[src/rtl/psg_pkg.sv]
// Shared types and byte-encoding helpers for the PSG bus writer.
// Channel 3 is the noise channel; volume writes set the type bit of the latch byte.
package psg_pkg;

    typedef enum logic [2:0] {
        ST_IDLE     = 3'd0,
        ST_SETUP    = 3'd1,
        ST_STROBE   = 3'd2,
        ST_WAIT_RDY = 3'd3,
        ST_RELEASE  = 3'd4,
        ST_GAP      = 3'd5
    } psg_state_e;

    typedef logic [1:0] psg_channel_t;

    localparam int LATCH_BIT = 7;
    localparam int CH_HI_BIT = 6;
    localparam int CH_LO_BIT = 5;
    localparam int VOL_BIT   = 4;
    localparam int CMD_W     = 13;

    localparam psg_channel_t NOISE_CH = 2'd3;

    typedef struct packed {
        psg_channel_t channel;
        logic         is_vol;
        logic [9:0]   value;
    } psg_cmd_t;

    function automatic logic has_data_byte(input psg_cmd_t c);
        return !c.is_vol && (c.channel != NOISE_CH);
    endfunction

    function automatic logic [7:0] latch_byte(input psg_cmd_t c);
        logic [7:0] b;
        b                      = '0;
        b[LATCH_BIT]           = 1'b1;
        b[CH_HI_BIT:CH_LO_BIT] = c.channel;
        b[VOL_BIT]             = c.is_vol;
        if (!c.is_vol && (c.channel == NOISE_CH)) begin
            b[3:0] = {1'b0, c.value[2:0]};
        end else begin
            b[3:0] = c.value[3:0];
        end
        return b;
    endfunction

    function automatic logic [7:0] data_byte(input psg_cmd_t c);
        return {2'b00, c.value[9:4]};
    endfunction

endpackage

[src/rtl/psg_cmd_fifo.sv]
// Small synchronous command FIFO; simultaneous push and pop are both honoured.
module psg_cmd_fifo #(
    parameter int DEPTH = 4,
    parameter int WIDTH = 13
) (
    input  logic             clk_i,
    input  logic             rst_ni,
    input  logic             push_i,
    input  logic [WIDTH-1:0] data_i,
    input  logic             pop_i,
    output logic [WIDTH-1:0] data_o,
    output logic             full_o,
    output logic             empty_o
);

    localparam int PTR_W = $clog2(DEPTH);
    localparam int CNT_W = $clog2(DEPTH + 1);

    logic [WIDTH-1:0] mem_q [DEPTH];
    logic [PTR_W-1:0] wr_ptr_q, wr_ptr_d;
    logic [PTR_W-1:0] rd_ptr_q, rd_ptr_d;
    logic [CNT_W-1:0] count_q, count_d;
    logic             do_push, do_pop;

    assign full_o  = (count_q == CNT_W'(DEPTH));
    assign empty_o = (count_q == '0);
    assign do_push = push_i && !full_o;
    assign do_pop  = pop_i && !empty_o;
    assign data_o  = mem_q[rd_ptr_q];

    always_comb begin
        wr_ptr_d = wr_ptr_q;
        rd_ptr_d = rd_ptr_q;
        count_d  = count_q;
        if (do_push) begin
            wr_ptr_d = (wr_ptr_q == PTR_W'(DEPTH - 1)) ? '0 : wr_ptr_q + PTR_W'(1);
        end
        if (do_pop) begin
            rd_ptr_d = (rd_ptr_q == PTR_W'(DEPTH - 1)) ? '0 : rd_ptr_q + PTR_W'(1);
        end
        case ({do_push, do_pop})
            2'b10:   count_d = count_q + CNT_W'(1);
            2'b01:   count_d = count_q - CNT_W'(1);
            default: count_d = count_q;
        endcase
    end

    always_ff @(posedge clk_i or negedge rst_ni) begin
        if (!rst_ni) begin
            wr_ptr_q <= '0;
            rd_ptr_q <= '0;
            count_q  <= '0;
        end else begin
            wr_ptr_q <= wr_ptr_d;
            rd_ptr_q <= rd_ptr_d;
            count_q  <= count_d;
        end
    end

    // Storage needs no reset: the count alone decides what is valid.
    always_ff @(posedge clk_i) begin
        if (do_push) begin
            mem_q[wr_ptr_q] <= data_i;
        end
    end

endmodule

[src/rtl/psg_bus_writer.sv]
// Drains queued PSG commands onto the chip bus as one or two strobed bytes,
// waiting for READY after each strobe and giving up after a bounded wait.
module psg_bus_writer
    import psg_pkg::*;
#(
    parameter int STROBE_CYC  = 16,
    parameter int TIMEOUT_CYC = 255,
    parameter int GAP_CYC     = 2
) (
    input  logic       CLK,
    input  logic       nRST,
    input  logic       cmd_valid,
    output logic       cmd_ready,
    input  logic [1:0] cmd_channel,
    input  logic       cmd_is_vol,
    input  logic [9:0] cmd_value,
    input  logic       READY,
    output logic       nCE,
    output logic       nWE,
    output logic [7:0] D,
    output logic       busy,
    output logic       err_timeout,
    input  logic       err_clr
);

    localparam int MAX_ST = (STROBE_CYC > GAP_CYC) ? STROBE_CYC : GAP_CYC;
    localparam int MAX_CYC = (TIMEOUT_CYC > MAX_ST) ? TIMEOUT_CYC : MAX_ST;
    localparam int CNT_W = $clog2(MAX_CYC + 1);

    localparam logic [CNT_W-1:0] STROBE_LAST  = CNT_W'(STROBE_CYC - 1);
    localparam logic [CNT_W-1:0] TIMEOUT_LAST = CNT_W'(TIMEOUT_CYC - 1);
    localparam logic [CNT_W-1:0] GAP_LAST     = CNT_W'(GAP_CYC - 1);

    psg_state_e       state_q, state_d;
    logic [CNT_W-1:0] cnt_q, cnt_d;
    logic [7:0]       byte_q, byte_d;
    logic [7:0]       second_q, second_d;
    logic             pend_q, pend_d;
    logic             err_q, err_d;
    logic             nce_q, nce_d;
    logic             nwe_q, nwe_d;
    logic             err_set;
    logic             fifo_pop;
    logic             fifo_full;
    logic             fifo_empty;
    logic [CMD_W-1:0] fifo_dout;
    psg_cmd_t         head;
    psg_cmd_t         cmd_in;

    assign cmd_in = '{channel: cmd_channel, is_vol: cmd_is_vol, value: cmd_value};
    assign head   = psg_cmd_t'(fifo_dout);

    psg_cmd_fifo #(
        .DEPTH (4),
        .WIDTH (CMD_W)
    ) u_fifo (
        .clk_i   (CLK),
        .rst_ni  (nRST),
        .push_i  (cmd_valid),
        .data_i  (cmd_in),
        .pop_i   (fifo_pop),
        .data_o  (fifo_dout),
        .full_o  (fifo_full),
        .empty_o (fifo_empty)
    );

    always_comb begin
        state_d  = state_q;
        cnt_d    = cnt_q;
        byte_d   = byte_q;
        second_d = second_q;
        pend_d   = pend_q;
        err_set  = 1'b0;
        fifo_pop = 1'b0;
        case (state_q)
            ST_IDLE: begin
                if (!fifo_empty) begin
                    fifo_pop = 1'b1;
                    byte_d   = latch_byte(head);
                    second_d = data_byte(head);
                    pend_d   = has_data_byte(head);
                    cnt_d    = '0;
                    state_d  = ST_SETUP;
                end
            end
            ST_SETUP: begin
                cnt_d   = '0;
                state_d = ST_STROBE;
            end
            ST_STROBE: begin
                if (cnt_q == STROBE_LAST) begin
                    cnt_d   = '0;
                    state_d = ST_WAIT_RDY;
                end else begin
                    cnt_d = cnt_q + CNT_W'(1);
                end
            end
            // READY is checked before the timeout so a last-moment READY still counts.
            ST_WAIT_RDY: begin
                if (READY) begin
                    cnt_d   = '0;
                    state_d = ST_RELEASE;
                end else if (cnt_q == TIMEOUT_LAST) begin
                    err_set = 1'b1;
                    pend_d  = 1'b0;
                    cnt_d   = '0;
                    state_d = ST_RELEASE;
                end else begin
                    cnt_d = cnt_q + CNT_W'(1);
                end
            end
            ST_RELEASE: begin
                cnt_d   = '0;
                state_d = ST_GAP;
            end
            ST_GAP: begin
                if (cnt_q == GAP_LAST) begin
                    cnt_d = '0;
                    if (pend_q) begin
                        byte_d  = second_q;
                        pend_d  = 1'b0;
                        state_d = ST_SETUP;
                    end else begin
                        byte_d  = '0;
                        state_d = ST_IDLE;
                    end
                end else begin
                    cnt_d = cnt_q + CNT_W'(1);
                end
            end
            default: begin
                byte_d  = '0;
                pend_d  = 1'b0;
                cnt_d   = '0;
                state_d = ST_IDLE;
            end
        endcase

        // Strobes are registered from the next state so the chip sees clean edges.
        nce_d = !(state_d inside {ST_SETUP, ST_STROBE, ST_WAIT_RDY, ST_RELEASE});
        nwe_d = !(state_d inside {ST_STROBE, ST_WAIT_RDY});
        err_d = err_set ? 1'b1 : (err_clr ? 1'b0 : err_q);
    end

    always_ff @(posedge CLK or negedge nRST) begin
        if (!nRST) begin
            state_q  <= ST_IDLE;
            cnt_q    <= '0;
            byte_q   <= '0;
            second_q <= '0;
            pend_q   <= 1'b0;
            err_q    <= 1'b0;
            nce_q    <= 1'b1;
            nwe_q    <= 1'b1;
        end else begin
            state_q  <= state_d;
            cnt_q    <= cnt_d;
            byte_q   <= byte_d;
            second_q <= second_d;
            pend_q   <= pend_d;
            err_q    <= err_d;
            nce_q    <= nce_d;
            nwe_q    <= nwe_d;
        end
    end

    assign nCE         = nce_q;
    assign nWE         = nwe_q;
    assign D           = byte_q;
    assign err_timeout = err_q;
    assign busy        = (state_q != ST_IDLE) || !fifo_empty;
    assign cmd_ready   = !fifo_full;

endmodule

[config.mk]
export PLATFORM = sky130hd
export DESIGN_NAME = psg_bus_writer
export DESIGN_NICKNAME = d
export VERILOG_FILES = /design/src/rtl/psg_pkg.sv /design/src/rtl/psg_cmd_fifo.sv /design/src/rtl/psg_bus_writer.sv
export SDC_FILE = /design/constraint.sdc
export NUM_CORES = 1
export LEC_CHECK = 0
export BUFFER_PORTS_ARGS = -buffer_cell sky130_fd_sc_hd__buf_4
export CORE_MARGIN = 1
export CORE_UTILIZATION = 63
export DETAILED_ROUTE_END_ITERATION = 7
export PLACE_DENSITY = 0.83
export RECOVER_POWER = 100
export SETUP_SLACK_MARGIN = 0.5
export SYNTH_ARGS = -nofsm -noshare
export SYNTH_HDL_FRONTEND = slang
export SYNTH_HIERARCHICAL = 1
export SYNTH_SLANG_ARGS = --single-unit
[constraint.sdc]
create_clock -name CLK -period 5.3 [get_ports CLK]
set_input_delay 1.06 -clock CLK [delete_from_list [all_inputs] [get_ports CLK]]
set_output_delay 1.06 -clock CLK [all_outputs]
set_load 0.005 [all_outputs]
==> metrics <==
CP startpoint u_fifo/count_q[2]; Root Driver clkbuf_8; commonest register cell after synthesis edfxtp_1; GRT overflow 0; Req. time, crit path 4.24 ns; CP startpoint kind register; H-tree levels 3; pre-CTS setup slack between 2 and 2.5 ns; setup ws final 2.08 ns; FMAX 311 MHz; drt pass-1 iters 4; Seq/Total Area, Yosys 62.1%; status finished, violations left; # diodes 0; Reg clk slew, reported paths 0.09 ns; Synth Net Count roughly 290; core area 0.00599 mm²; syn avg cell area 15.3 µm²; Post-DRT Antenna Nets 0; R2R Path Start state_q[1]; post_cts resized 0; Area growth syn-to-layout 8.20%; relative max-transition margin -24.7%; cell-internal power 1.50 mW; row count 28; vias per inst about 6.0; DR iter-0 viols between 200 and 250; global-route usage over all layers 23.5%; design area 0.00429 mm²; final wirelength between 6000 and 7000 µm; Worst Setup Path Type reg -> out; skew final 0.0110 ns; failing checks capacitance limit, slew limit; Post-Syn Instances 260; Warnings, synthesis 6; hold_buf cts 0; clk buf depth 2; maximum VDD drop 0.000347 V; Clock Power Share 18.2%; CTS Sinks 88; Post-synth EDFFs between 50 and 60; largest net degree at the start of global routing 37; Lkg Pwr ~1.7 nW; Die W 81.4 µm; Final Hold Fails 0; Setup TNS Final 0 ns; hold wc startpoint D[0]; Critical Path Slowest Stage Cell nor3_1; Hold Slack 0.521 ns; Comb pwr share 33.9%; Layout Utilization 71.7%; I/O Pins 31; Final Instance Count excl. Fillers between 300 and 400; P per Cell Area 541 mW/mm²; Post-Place Cell Area between 0.004 and 0.005 mm²; drc violations 0; die height about 80 µm; CP Max Fanout 9; Netlist cell types 53; Crit path max-delay family simple AND/OR/NAND/NOR gates; vias in the first global route 2213; leading cell type in the layout, fill and taps excluded edfxtp_1; fin crit share between 60 and 70%; Worst-Margin Slew 1.87 ns; commonest cells after routing, fill and taps aside edfxtp_1, dfrtp_1, inv_1, clkbuf_1, mux2_2; later-pin clock latency in the skew report 0.35 ns; placed insts ~360; estimated wirelength of the detail-placed design 4710 µm; sw frac between 30% and 40%; Hold/Removal Path Class reg -> reg; initial antenna violation count 0; Max-Cap Viols 1; Tmin final 3.22 ns; port bufs 30; slowest stage delay, CP 0.51 ns; critical-path cell list nor3_1 -> nor2b_1 -> and2_0 -> inv_1 -> buf_4; Post-Syn Area 0.00397 mm²; net switching power 0.819 mW; Tot Pwr ~2.3 mW; sum of buffers and inverters on the critical path 2; max-slew violations 37; Post CTS Setup Buffer Count 0; Nets 320; Arr. time, crit path 2.16 ns; via count between 2000 and 2500; sequential power share 47.8%; Post-synth ARST share 40.9%; Final setup viols 0; DIE AREA 0.00662 mm²; Initial Utilization 66.2%; drt wl/cell 18.2 µm; CTS tree built; share of layout cells above drive strength 1 between 10% and 20%; first-pass GRT wire length 11000 µm; Crit. End Element primary output; routability congestion estimate between 0.8 and 0.9; RSZ-0062 raised after global routing false; Seq cells post-synth 88; cts bufs inserted 9
routing by layer:
| metal | track usage, % | wire length (µm) |
|---|---|---|
| met5 | 0 | 0 |
| met4 | 8.39 | 87 |
| met3 | 5.39 | 269 |
| met2 | 37.2 | 3400 |
| met1 | 32.1 | 3030 |
power by group through the flow:
stage,Combinational (mW),Clock (mW),Sequential (mW)
after floorplan,0.698,0,1.03
after global placement,0.803,0,1.11
after detailed placement,0.833,0,1.13
after CTS,0.837,0.428,1.12
after global routing,0.874,0.457,1.14
final,0.788,0.423,1.11
path summary, 6_finish.rpt:
check / endpoint / slack [ns] / cells after the start
max in group asynchronous: u_fifo/count_q[1] / 3.01 / 1
min: D[0] / 0.52 / 1
min reg2reg: D[0] / 0.52 / 1
max: busy / 2.08 / 5
min in group asynchronous: D[1] / 1.20 / 1
max reg2reg: u_fifo/count_q[2] / 2.13 / 11
cells in the mapped netlist (4+ instances only):
master,n,area (µm²)
edfxtp_1,52,1560
dfrtp_1,34,851
inv_1,19,71.3
mux2_2,15,169
nand2_1,11,41.3
nor2_1,10,37.5
ha_1,9,113
mux4_2,8,180
o21ai_0,7,35.0
nor3_1,6,30.0
a21oi_1,5,25.0
and2_1,5,31.3
mux4_1,5,131
o31ai_1,5,37.5
buf_2,4,20.0
o211ai_1,4,30.0
area by class of cell:
| cell class | count | area (µm²) |
|---|---|---|
| Clock inverter | 7 | 53.8 |
| Fill cell | 397 | 1700 |
| Sequential cell | 88 | 2460 |
| Multi-Input combinational cell | 144 | 1320 |
| Timing Repair Buffer | 30 | 165 |
| Clock buffer | 9 | 124 |
| Inverter | 19 | 71.3 |
| Tap cell | 75 | 93.8 |
worst reg2reg max path, cell delays in order, from the launching register on:
cell	delay, ns
dfrtp_1	0.54
nor3_1	0.63
nand2b_1	0.20
inv_1	0.34
nand2b_1	0.18
inv_1	0.09
ha_1	0.17
inv_1	0.07
fa_1	0.44
xor2_1	0.15
nor2_1	0.11
xor2_1	0.17
flip-flops by register name, indices dropped and copies added (netlist names), 2 cells and up:
| signal | count |
|---|---|
| u_fifo/mem_q | 52 |
| D | 8 |
| cnt_q | 8 |
| second_q | 6 |
| state_q | 3 |
| u_fifo/count_q | 3 |
| u_fifo/rd_ptr_q | 2 |
| u_fifo/wr_ptr_q | 2 |
cell families after synthesis:
| logic type | after synthesis | share of synthesized area [%] |
|---|---|---|
| and+or+nand+nor | 56 | 8.70 |
| adders and majority gates | 10 | 3.34 |
| xor gates and xnor gates | 4 | 0.883 |
| DFF | 88 | 62.1 |
| buffers and inverters | 28 | 3.37 |
| muxes | 31 | 12.9 |
| AOI/OAI and AO/OA | 43 | 8.70 |
Note: power is estimated with default switching activity, not from simulation.
